<file path="src/rtl/piso_pkg.sv">
// Shared definitions for the parallel-in / serial-out serializer.
package piso_pkg;

    // Controller states: waiting for a word, or shifting one out.
    typedef enum logic {
        IDLE  = 1'b0,
        SHIFT = 1'b1
    } state_t;

    // Default parallel word width.
    localparam int WIDTH_DEFAULT = 8;

endpackage

</file>
<file path="src/rtl/piso_bit_cnt.sv">
// Down-counter tracking how many bits of the current word remain after the
// one being presented; is_last flags the final bit of the word.
module piso_bit_cnt
    import piso_pkg::*;
#(
    parameter int WIDTH = WIDTH_DEFAULT
) (
    input  logic                       clk,
    input  logic                       rst,
    input  logic                       load,
    input  logic                       en,
    output logic [$clog2(WIDTH):0]     cnt,
    output logic                       is_last
);

    localparam int                CW    = $clog2(WIDTH) + 1;
    localparam logic [CW-1:0]     LOADV = CW'(WIDTH - 1);
    localparam logic [CW-1:0]     ONE   = CW'(1);

    // Load on a new word, otherwise count down once per consumed bit.
    always_ff @(posedge clk) begin
        if (rst) begin
            cnt <= '0;
        end else if (load) begin
            cnt <= LOADV;
        end else if (en) begin
            cnt <= cnt - ONE;
        end
    end

    assign is_last = (cnt == '0);

endmodule

</file>
<file path="src/rtl/piso_serializer.sv">
// Parallel-in / serial-out serializer with valid/ready handshakes on both
// sides. A new word may be accepted in the same cycle the last bit of the
// previous word is consumed, giving gap-free back-to-back streaming.
module piso_serializer
    import piso_pkg::*;
#(
    parameter int WIDTH     = WIDTH_DEFAULT,
    parameter int MSB_FIRST = 1
) (
    input  logic             clk,
    input  logic             rst,
    input  logic             in_valid,
    output logic             in_ready,
    input  logic [WIDTH-1:0] in_data,
    output logic             ser_out,
    output logic             ser_valid,
    input  logic             ser_ready,
    output logic             frame_start,
    output logic             done,
    output logic             busy
);

    localparam int            CW  = $clog2(WIDTH) + 1;
    localparam logic [CW-1:0] ONE = CW'(1);

    state_t           state;
    logic [WIDTH-1:0] shreg;
    logic [WIDTH-1:0] shreg_nxt;
    logic [CW-1:0]    cnt;
    logic             is_last;
    logic             accept;
    logic             advance;
    logic             ser_out_r;
    logic             frame_start_r;
    logic             done_r;

    // Bit that goes on the wire first for a given register image.
    function automatic logic lead_bit(input logic [WIDTH-1:0] v);
        return (MSB_FIRST != 0) ? v[WIDTH-1] : v[0];
    endfunction

    // Register image after the presented bit has been consumed.
    function automatic logic [WIDTH-1:0] shift_word(input logic [WIDTH-1:0] v);
        return (MSB_FIRST != 0) ? (v << 1) : (v >> 1);
    endfunction

    // Ready is combinational so a word can slip in on the last-bit edge;
    // it is forced low during reset so no accept competes with it.
    assign in_ready = !rst && ((state == IDLE) || (done_r && ser_ready));
    assign accept   = in_valid && in_ready;
    assign advance  = (state == SHIFT) && ser_ready;

    assign shreg_nxt = shift_word(shreg);

    piso_bit_cnt #(
        .WIDTH (WIDTH)
    ) u_bit_cnt (
        .clk     (clk),
        .rst     (rst),
        .load    (accept),
        .en      (advance && !is_last),
        .cnt     (cnt),
        .is_last (is_last)
    );

    // Controller and output registers: load on accept, shift on consumption,
    // drop to IDLE after the last bit unless a new word arrives with it.
    always_ff @(posedge clk) begin
        if (rst) begin
            state         <= IDLE;
            shreg         <= '0;
            ser_out_r     <= 1'b0;
            frame_start_r <= 1'b0;
            done_r        <= 1'b0;
        end else if (accept) begin
            state         <= SHIFT;
            shreg         <= in_data;
            ser_out_r     <= lead_bit(in_data);
            frame_start_r <= 1'b1;
            done_r        <= (WIDTH == 1);
        end else if (advance) begin
            if (done_r) begin
                state         <= IDLE;
                shreg         <= '0;
                ser_out_r     <= 1'b0;
                frame_start_r <= 1'b0;
                done_r        <= 1'b0;
            end else begin
                shreg         <= shreg_nxt;
                ser_out_r     <= lead_bit(shreg_nxt);
                frame_start_r <= 1'b0;
                done_r        <= (cnt == ONE);
            end
        end
    end

    assign ser_out     = ser_out_r;
    assign frame_start = frame_start_r;
    assign done        = done_r;
    assign ser_valid   = (state == SHIFT);
    assign busy        = (state == SHIFT);

endmodule

</file>
<file path="config.mk">
export PLATFORM = sky130hd
export DESIGN_NAME = piso_serializer
export DESIGN_NICKNAME = d
export VERILOG_FILES = /design/src/rtl/piso_pkg.sv /design/src/rtl/piso_bit_cnt.sv /design/src/rtl/piso_serializer.sv
export SDC_FILE = /design/constraint.sdc
export NUM_CORES = 1
export LEC_CHECK = 0
export CORE_MARGIN = 4
export CORE_UTILIZATION = 42
export CTS_BUF_LIST = sky130_fd_sc_hd__clkbuf_16
export DETAILED_ROUTE_END_ITERATION = 7
export GPL_TIMING_DRIVEN = 1
export PLACE_DENSITY = 0.76
export REMOVE_ABC_BUFFERS = 1
export SLEW_MARGIN = 20
export SYNTH_ARGS = -nofsm -noshare
export SYNTH_HDL_FRONTEND = slang
export SYNTH_SLANG_ARGS = --single-unit
export TNS_END_PERCENT = 20
</file>
<file path="constraint.sdc">
create_clock -name clk -period 1.26 [get_ports clk]
set_input_delay 0.252 -clock clk [delete_from_list [all_inputs] [get_ports clk]]
set_output_delay 0.252 -clock clk [all_outputs]
set_load 0.1 [all_outputs]
</file>
=== Word-level counts from Yosys, hierarchy flattened ===
Cells that the tools add are included.

* Add/sub/neg operators: 1
* Equality and inequality tests: 1
* Muxes and demuxes: 14
* Bitwise logic cells: 1
* Reductions and logical operators: 14

{| class="wikitable"
|+ Operators with widths
! cell !! count
|-
| $mux 7 || 3
|-
| $mux 1 || 9
|-
| $mux 3 || 2
|-
| $reduce_bool 2->1 || 3
|-
| $logic_and 1x1->1 || 5
|-
| $eq 4x1->1 const B || 1
|-
| $logic_not 4->1 || 1
|-
| $sub 4x1->4 const B || 1
|-
| $logic_not 1->1 || 2
|-
| $reduce_and 2->1 || 1
|-
| $reduce_or 2->1 || 1
|-
| $logic_or 1x1->1 || 1
|-
| $not 1->1 || 1
|}

* Register bits: 15
* Bits of input ports: 12
* Logic and storage cells: 38

=== Depth between registers and ports, before layout ===
Gate-level depths: netlist (run 1).

* Word-level depth: 6
* Gate-level depth with buffers: 6
* Gate-level depth less buffers: 6

=== Cells and area by module ===
Synthesis (run 1) repeated with hierarchy kept, for this count alone.

* Cell total of the unflattened synthesis: 86
* Area total of the unflattened synthesis: 787.0 um^2

{| class="wikitable"
|+ Modules (own cells, without submodules)
! module !! times used !! cells an instance !! area an instance (um^2) !! seq. area each (um^2)
|-
| piso_serializer || 1 || 65 || 571.8 || 220.2
|-
| piso_bit_cnt || 1 || 21 || 215.2 || 80.1
|}

=== Worst setup path after synthesis (run 1) ===
Ideal clock, no wire load.

* Kind: register to register
* Start point: register done_r, in the netlist done
* End point: register u_bit_cnt.cnt[1]
* Arrival time: 3.038 ns
* Setup slack: -1.848 ns
* Stages on the path, launching flop included: 6
* Cells stage by stage: dfxtp_1 buf_4 a21boi_4 nor2_1 nand2_1 a21oi_1

* Word-level cells in the longest chain between the ends: 5
* Elaborated cells between the ends (all ways): 6
* Classes of those cells: mux: 1; reduce/logical: 5

{| class="wikitable"
|+ RTL lines
! element !! line !! text
|-
| start: declaration || piso_serializer.sv:35 || <nowiki>logic done_r;</nowiki>
|-
| start signal: assignment || piso_serializer.sv:80 || <nowiki>done_r <= (WIDTH == 1);</nowiki>
|-
| start signal: assignment || piso_serializer.sv:92 || <nowiki>done_r <= (cnt == ONE);</nowiki>
|-
| $logic_and 1x1->1 (*) || piso_serializer.sv:49 || <nowiki>assign in_ready = !rst && ((state == IDLE) || (done_r && ser_ready));</nowiki>
|-
| $logic_or 1x1->1 (*) || piso_serializer.sv:49 ||
|-
| $logic_and 1x1->1 (*) || piso_serializer.sv:49 ||
|-
| net in_ready || piso_serializer.sv:13 || <nowiki>output logic in_ready,</nowiki>
|-
| $logic_and 1x1->1 (*) || piso_serializer.sv:50 || <nowiki>assign accept = in_valid && in_ready;</nowiki>
|-
| $mux 3 / $reduce_bool 2->1 (equally long branches) || - ||
|-
| end signal: assignment || piso_bit_cnt.sv:27 || <nowiki>cnt <= cnt - ONE;</nowiki>
|-
| end: declaration || piso_bit_cnt.sv:12 || <nowiki>output logic [$clog2(WIDTH):0] cnt,</nowiki>
|}

Mark *: on every way through the listed nets, which the timed path passes. The rest lies on a longest branch.
A chain may end at the register's enable or synchronous reset.

=== Worst setup path after layout (run 1) ===
* Start point: register state, in the netlist busy
* End point: output port in_ready

* Word-level cells in the longest chain between the ends: 3

{| class="wikitable"
|+ RTL lines
! element !! line !! text
|-
| start: declaration || piso_serializer.sv:26 || <nowiki>state_t state;</nowiki>
|-
| start signal: assignment || piso_serializer.sv:70 || <nowiki>state <= IDLE;</nowiki>
|-
| start signal: assignment || piso_serializer.sv:76 || <nowiki>state <= SHIFT;</nowiki>
|-
| start signal: assignment || piso_serializer.sv:83 || <nowiki>state <= IDLE;</nowiki>
|-
| $not 1->1 || piso_serializer.sv:49 ||
|-
| $logic_or 1x1->1 || piso_serializer.sv:49 ||
|-
| $logic_and 1x1->1 || piso_serializer.sv:49 ||
|-
| end: declaration || piso_serializer.sv:13 ||
|}

No other way between the ends.

==> impl_metrics.json, run 1 <==
{
  "status": "finished, violations left",
  "violations": "negative setup slack",
  "design.core.area_um2": 1580,
  "power_leakage_nw": 0.492,
  "cp_num_buf_inv": 1,
  "detail-route-antenna-nets": 0,
  "grt_use_met2_pct": 27.1,
  "cts.clk_slew.worst_paths_ns": 0.05,
  "fin_area_um2": 1250,
  "grt_max_degree": 16,
  "cts_hold_buf": 0,
  "synth-simple-area-share_pct": 23.7,
  "synthCells": 85,
  "netlist.area_leader.share_pct": 40.7,
  "synthAdderAreaFrac_pct": 3.39,
  "wl_um": 2250,
  "critical_path.slowest_cell": "dfxtp_2",
  "clockRootBuffer": "clkbuf_16",
  "cts-buffers-inserted": 3,
  "hold_viol": 0,
  "crit_family": "flip-flops",
  "rsz0062_at_grt": "yes",
  "die_h_um": 49.9,
  "fmax_ghz": 0.771,
  "cp-end-kind": "output pin",
  "netlist-cell-type-count": 21,
  "clockBufferDepth": 2,
  "grt-ovfl-total": 0,
  "dpl.hpwl_um": 1370,
  "grt_pass1_vias": 716,
  "worstPathArrival_ns": 1.04,
  "gr-usage-met3_pct": 5.72,
  "synth_area_per_cell_um2": 8.68,
  "viasPerCell": 5.81,
  "pwr_density_cell_nw_per_um2": 1280,
  "diodes": 0,
  "remaining_drc_errors": 0,
  "groute.usage.overall_pct": 17.4,
  "io_pins": 18,
  "grt_pass1_wl_um": 3140,
  "synth_warnings": 0,
  "synth_seq_cells": 15,
  "hp-class": "in2reg",
  "slowest_delay_ns": 0.35,
  "grt_busiest_layer": "met2",
  "portBuffers": 17,
  "yosys-top-cells-area": "dfxtp_1 41%, a21oi_1 8.8%, nor3b_1 8.1%",
  "cts_tree": "done",
  "drt_iter0_drc": 27,
  "h-tree-depth": 1,
  "postPlaceCellArea_um2": 1080,
  "fin_crit_sh_pct": 103,
  "synth_compound_area_share_pct": 21.9,
  "skew_ns": 0.00246,
  "via_count": 773,
  "finalSetupTns_ns": -0.0735,
  "ir_drop_uv": 1150,
  "path_max_fanout": 3,
  "drt_pass1_iterations": 5,
  "layout-drive-gt1-share_pct": 39.3,
  "slew_headroom_pct": 75.0,
  "worstPathCellList": "a21boi_4, nor2_4, buf_12",
  "setup_viol": 3,
  "wl_per_cell_um": 16.9,
  "syn_to_final_growth_pct": 69.5,
  "synth_top_area_cell": "dfxtp_1",
  "ys_seq_area_share_pct": 40.7,
  "clock_latency_ns": 0.25,
  "die_x_um": 49.9,
  "synth-xor-area-share_pct": 2.37,
  "path_class": "reg2out",
  "slew_violations": 0,
  "cap_violations": 0,
  "synth.area.mux_share_pct": 1.53,
  "grtUsageMet1_pct": 19.2,
  "tightestPinTransition_ns": 0.375,
  "layout_min_cycle_time_ns": 1.30,
  "syn_area_um2": 738,
  "row_count": 14,
  "cp-start-kind": "register",
  "start_util_pct": 46.8,
  "die_area_um2": 2490,
  "final_net_count": 132,
  "critical_path_required_ns": 1.01,
  "clock_sinks": 15,
  "layout_setup_ws_ns": -0.0364,
  "grt_antenna_before_repair": 0,
  "synth_top_family_by_area": "simple AND/OR/NAND/NOR gates",
  "power_mw": 1.60,
  "globalplace.congestion": 0.774
}
## registers in the layout, indices dropped and copies added, names as in the netlist
name,cells
shreg,7
u_bit_cnt.cnt,4
busy,1
done,1
frame_start,1
ser_out,1
## placed cells by master, fill, tap and decap left out, types with 2 or more instances in the layout
master	Yosys	final
o31ai_1	7	6
inv_2	0	3
clkbuf_16	0	3
xnor2_1	2	2
clkdlybuf4s50_1	0	8
buf_4	3	15
nand3b_1	2	2
dfxtp_1	15	12
dfxtp_2	0	2
buf_12	0	7
nor2_1	6	4
nand2_1	12	11
a21oi_1	13	11
nor3b_1	8	6
nor2_4	0	2
nor3b_2	0	2
## through the flow
stage | worst slack [ns] | hold slack, ns | instances | utilization [%]
after floorplan | -2.06 | 0.321 | 79 | -
after global placement | -0.377 | 0.471 | 127 | 68.3
after detailed placement | -0.476 | 0.500 | 127 | 68.3
after CTS | -0.0168 | 0.507 | 132 | 75.2
after global routing | -0.115 | 0.455 | 133 | 79.4
final | -0.0364 | 0.439 | 133 | 79.4
## cell type report
type	count	area, um^2
multi-input cells	61	459
inverters	3	11.3
flip-flops and latches	15	307
clock buffers	3	75.1
fillers	96	325
clock inverters	1	3.75
repair buffers	34	375
well taps	16	20.0
## Yosys cell counts, drive strengths merged
library cell and instances:
mux2 1, inv 3, nor2 6, nor3 1, or3 1, buf 5
nor3b 8, nand3 2, o21ai 1, o31ai 7, a211oi 1, nand3b 2
a21boi 1, o21bai 1, ha 2, dfxtp 15, a21oi 13, xnor2 2
clkbuf 1, nand2 12
## worst reg2reg max path: stages (launching register included)
cell and delay (ns):
dfxtp_2 0.35, a21boi_4 0.21, buf_4 0.15, nor3_4 0.05
buf_12 0.16, o31ai_1 0.25
## per-layer routing
metal  part of all wire, %  up-vias  wire length (um)
li1                      -      365                 -
met1                    42      359               948
met2                    48       39              1080
met3                   5.5       10               124
met4                   4.1        0                93
met5                     0        -                 0
## where the power goes
part	total [mW]	switching [mW]	leakage (nW)	internal, mW
clock	0.609	0.189	0.0423	0.420
combinational	0.444	0.237	0.325	0.207
sequential	0.546	0.0319	0.125	0.514
total	1.60	0.458	0.492	1.14
## timing repair
item,CTS,global route
setup buffers,1,1
pin swaps,4,4
endpoints found under the setup margin,14,14
resized for setup,10,17
## final timing paths
kind | from | end | slack (ns) | cells after the start
hold / removal | in_valid | busy | 0.44 | 4
setup / recovery | busy | in_ready | -0.04 | 3
hold reg to reg | shreg[0] | shreg[0] | 0.51 | 2
setup reg to reg | busy | shreg[3] | -0.01 | 5
## cell families after synthesis
group | after synthesis
DFF | 15
buffers and inverters | 9
muxes | 1
adders and majority gates | 2
and+or+nand+nor | 32
AOI/OAI and AO/OA | 24
xor gates and xnor gates | 2
Power figures use the tool's default switching activity.
==> run 2: changes to the inputs <==
Settings changed: RECOVER_POWER set to 50.
==> results of run 2 <==
Final layout, timing and power as in run 1 (identical DEF).
==> run 3: changes to the inputs <==
Clock period 1.26 ns to 1 ns, I/O delays scaled along.
==> impl_metrics.json, run 3 (same netlist as run 1, synthesis figures left out) <==
{
  "cp_num_buf_inv": 1,
  "drt_iter0_drc": 34,
  "die_x_um": 49.9,
  "stdcell_count": 141,
  "cts_hold_buf": 0,
  "layout_setup_ws_ns": -0.384,
  "grt_use_met2_pct": 43.4,
  "diodes": 0,
  "cp-end-kind": "register",
  "path_class": "reg2reg",
  "critical_path_required_ns": 1.16,
  "cts-buffers-inserted": 3,
  "clockBufferDepth": 2,
  "cts_tree": "done",
  "grtUsageMet1_pct": 22.4,
  "grt_max_degree": 15,
  "remaining_drc_errors": 0,
  "clock_latency_ns": 0.24,
  "postPlaceCellArea_um2": 1090,
  "finalSetupTns_ns": -4.21,
  "slowest_delay_ns": 0.34,
  "violations": "negative setup slack",
  "cap_violations": 0,
  "ir_drop_uv": 1210,
  "layout-drive-gt1-share_pct": 51.2,
  "die_h_um": 49.9,
  "layout_min_cycle_time_ns": 1.38,
  "h-tree-depth": 1,
  "slew_headroom_pct": 76.6,
  "row_count": 14,
  "clockRootBuffer": "clkbuf_16",
  "layout_commonest_cell": "buf_4",
  "clock_sinks": 15,
  "slew_violations": 0,
  "grt_busiest_layer": "met2",
  "status": "finished, violations left",
  "start_util_pct": 46.8,
  "wl_um": 3120,
  "grt_antenna_before_repair": 0,
  "path_max_fanout": 14,
  "fmax_ghz": 0.723,
  "syn_to_final_growth_pct": 88.8,
  "crit_path_end": "shreg[3]",
  "via_count": 858,
  "timing.rr.start": "busy",
  "final_cell_mix": "18 x buf_4, 11 x nand2_1, 9 x a21oi_1",
  "reg2reg_depth": 5,
  "grt_pass1_wl_um": 4260,
  "grt-ovfl-total": 0,
  "hp-class": "in2reg",
  "globalplace.congestion": 0.843,
  "power_mw": 2.11,
  "tightestPinTransition_ns": 0.351,
  "drt_pass1_iterations": 4,
  "largest_reg_flops": 7,
  "worstPathArrival_ns": 1.54,
  "critical_path.slowest_cell": "dfxtp_2",
  "pwr_density_cell_nw_per_um2": 1510,
  "rsz0062_at_grt": "yes",
  "portBuffers": 17,
  "hold_viol": 0,
  "cts.clk_slew.worst_paths_ns": 0.05,
  "skew_ns": 0.00244,
  "cp.depth": 5,
  "wl_per_cell_um": 22.1,
  "groute.usage.overall_pct": 24.0,
  "final_net_count": 140,
  "cp-start-kind": "register",
  "viasPerCell": 6.09,
  "gr-usage-met3_pct": 6.93,
  "ff2ff_setup_slack_ns": -0.38,
  "worstPathCellList": "nand2_1, buf_6, nor3b_1, a21oi_1, o31ai_1",
  "die_area_um2": 2490,
  "post-place-ws_ns": -0.576,
  "reg.largest.list": "shreg x7, u_bit_cnt.cnt x4",
  "fin_crit_sh_pct": 138,
  "timing.rr.end": "shreg[3]",
  "design.core.area_um2": 1580,
  "cp-startpoint": "busy",
  "power_leakage_nw": 0.549,
  "dpl.hpwl_um": 1460,
  "io_pins": 18,
  "crit_family": "simple AND/OR/NAND/NOR gates",
  "dp.cells": 129,
  "fin_area_um2": 1390,
  "grt_pass1_vias": 860,
  "setup_viol": 19,
  "detail-route-antenna-nets": 0,
  "regMostFlops": "shreg"
}
[run 3: changes by cell type in the layout (fill, tap and decap cells not counted), sizes merged]
cell           delta
buf               +8
dlygate4sd2       +1
clkdlybuf4s15     -1
[run 3: final cells by class]
| cell class | count | area, um^2 |
|---|---|---|
| repair buffers | 42 | 462 |
| multi-input cells | 61 | 503 |
| fillers | 72 | 183 |
| clock buffers | 3 | 75.1 |
| clock inverters | 1 | 3.75 |
| flip-flops and latches | 15 | 317 |
| inverters | 3 | 13.8 |
| well taps | 16 | 20.0 |
[run 3: worst min-delay path by stage]
stage	from	to	slack, ns	cells after the start
global route	in_valid	busy	0.42	4
global placement	shreg[0]	shreg[0]	0.47	2
finish	in_valid	busy	0.40	4
floorplan	rst	shreg[0]	0.27	1
CTS	shreg[0]	shreg[0]	0.51	2
detailed placement	shreg[0]	shreg[0]	0.50	2
[run 3: tightest hold or removal path, delay by kind of cell]
kind / cells / cell delay [ns]
buf+inv: 2 / 0.29
simple gates: 2 / 0.13
[run 3: metal layers]
layer,vias up,share of wire (%)
met5,-,0
met4,0,5.9
met3,14,6.1
met2,52,50
met1,416,38
li1,376,-
[run 3: through the flow]
| step | hold WS, ns | utilization [%] |
|---|---|---|
| detailed placement | 0.499 | 69.3 |
| global placement | 0.470 | 69.3 |
| finish | 0.405 | 88.4 |
| CTS | 0.507 | 82.2 |
| floorplan | 0.269 | - |
| global route | 0.423 | 88.4 |
[run 3: what timing repair did]
action                     in CTS  in global routing
pin swaps                      10                  8
setup endpoints to repair      21                 20
resized for setup              27                 21
buffers inserted                6                  3
[run 3: report_power, final]
part | switching [mW] | internal [mW] | total [mW]
Clock | 0.238 | 0.529 | 0.768
Sequential | 0.0499 | 0.647 | 0.697
Combinational | 0.336 | 0.307 | 0.643
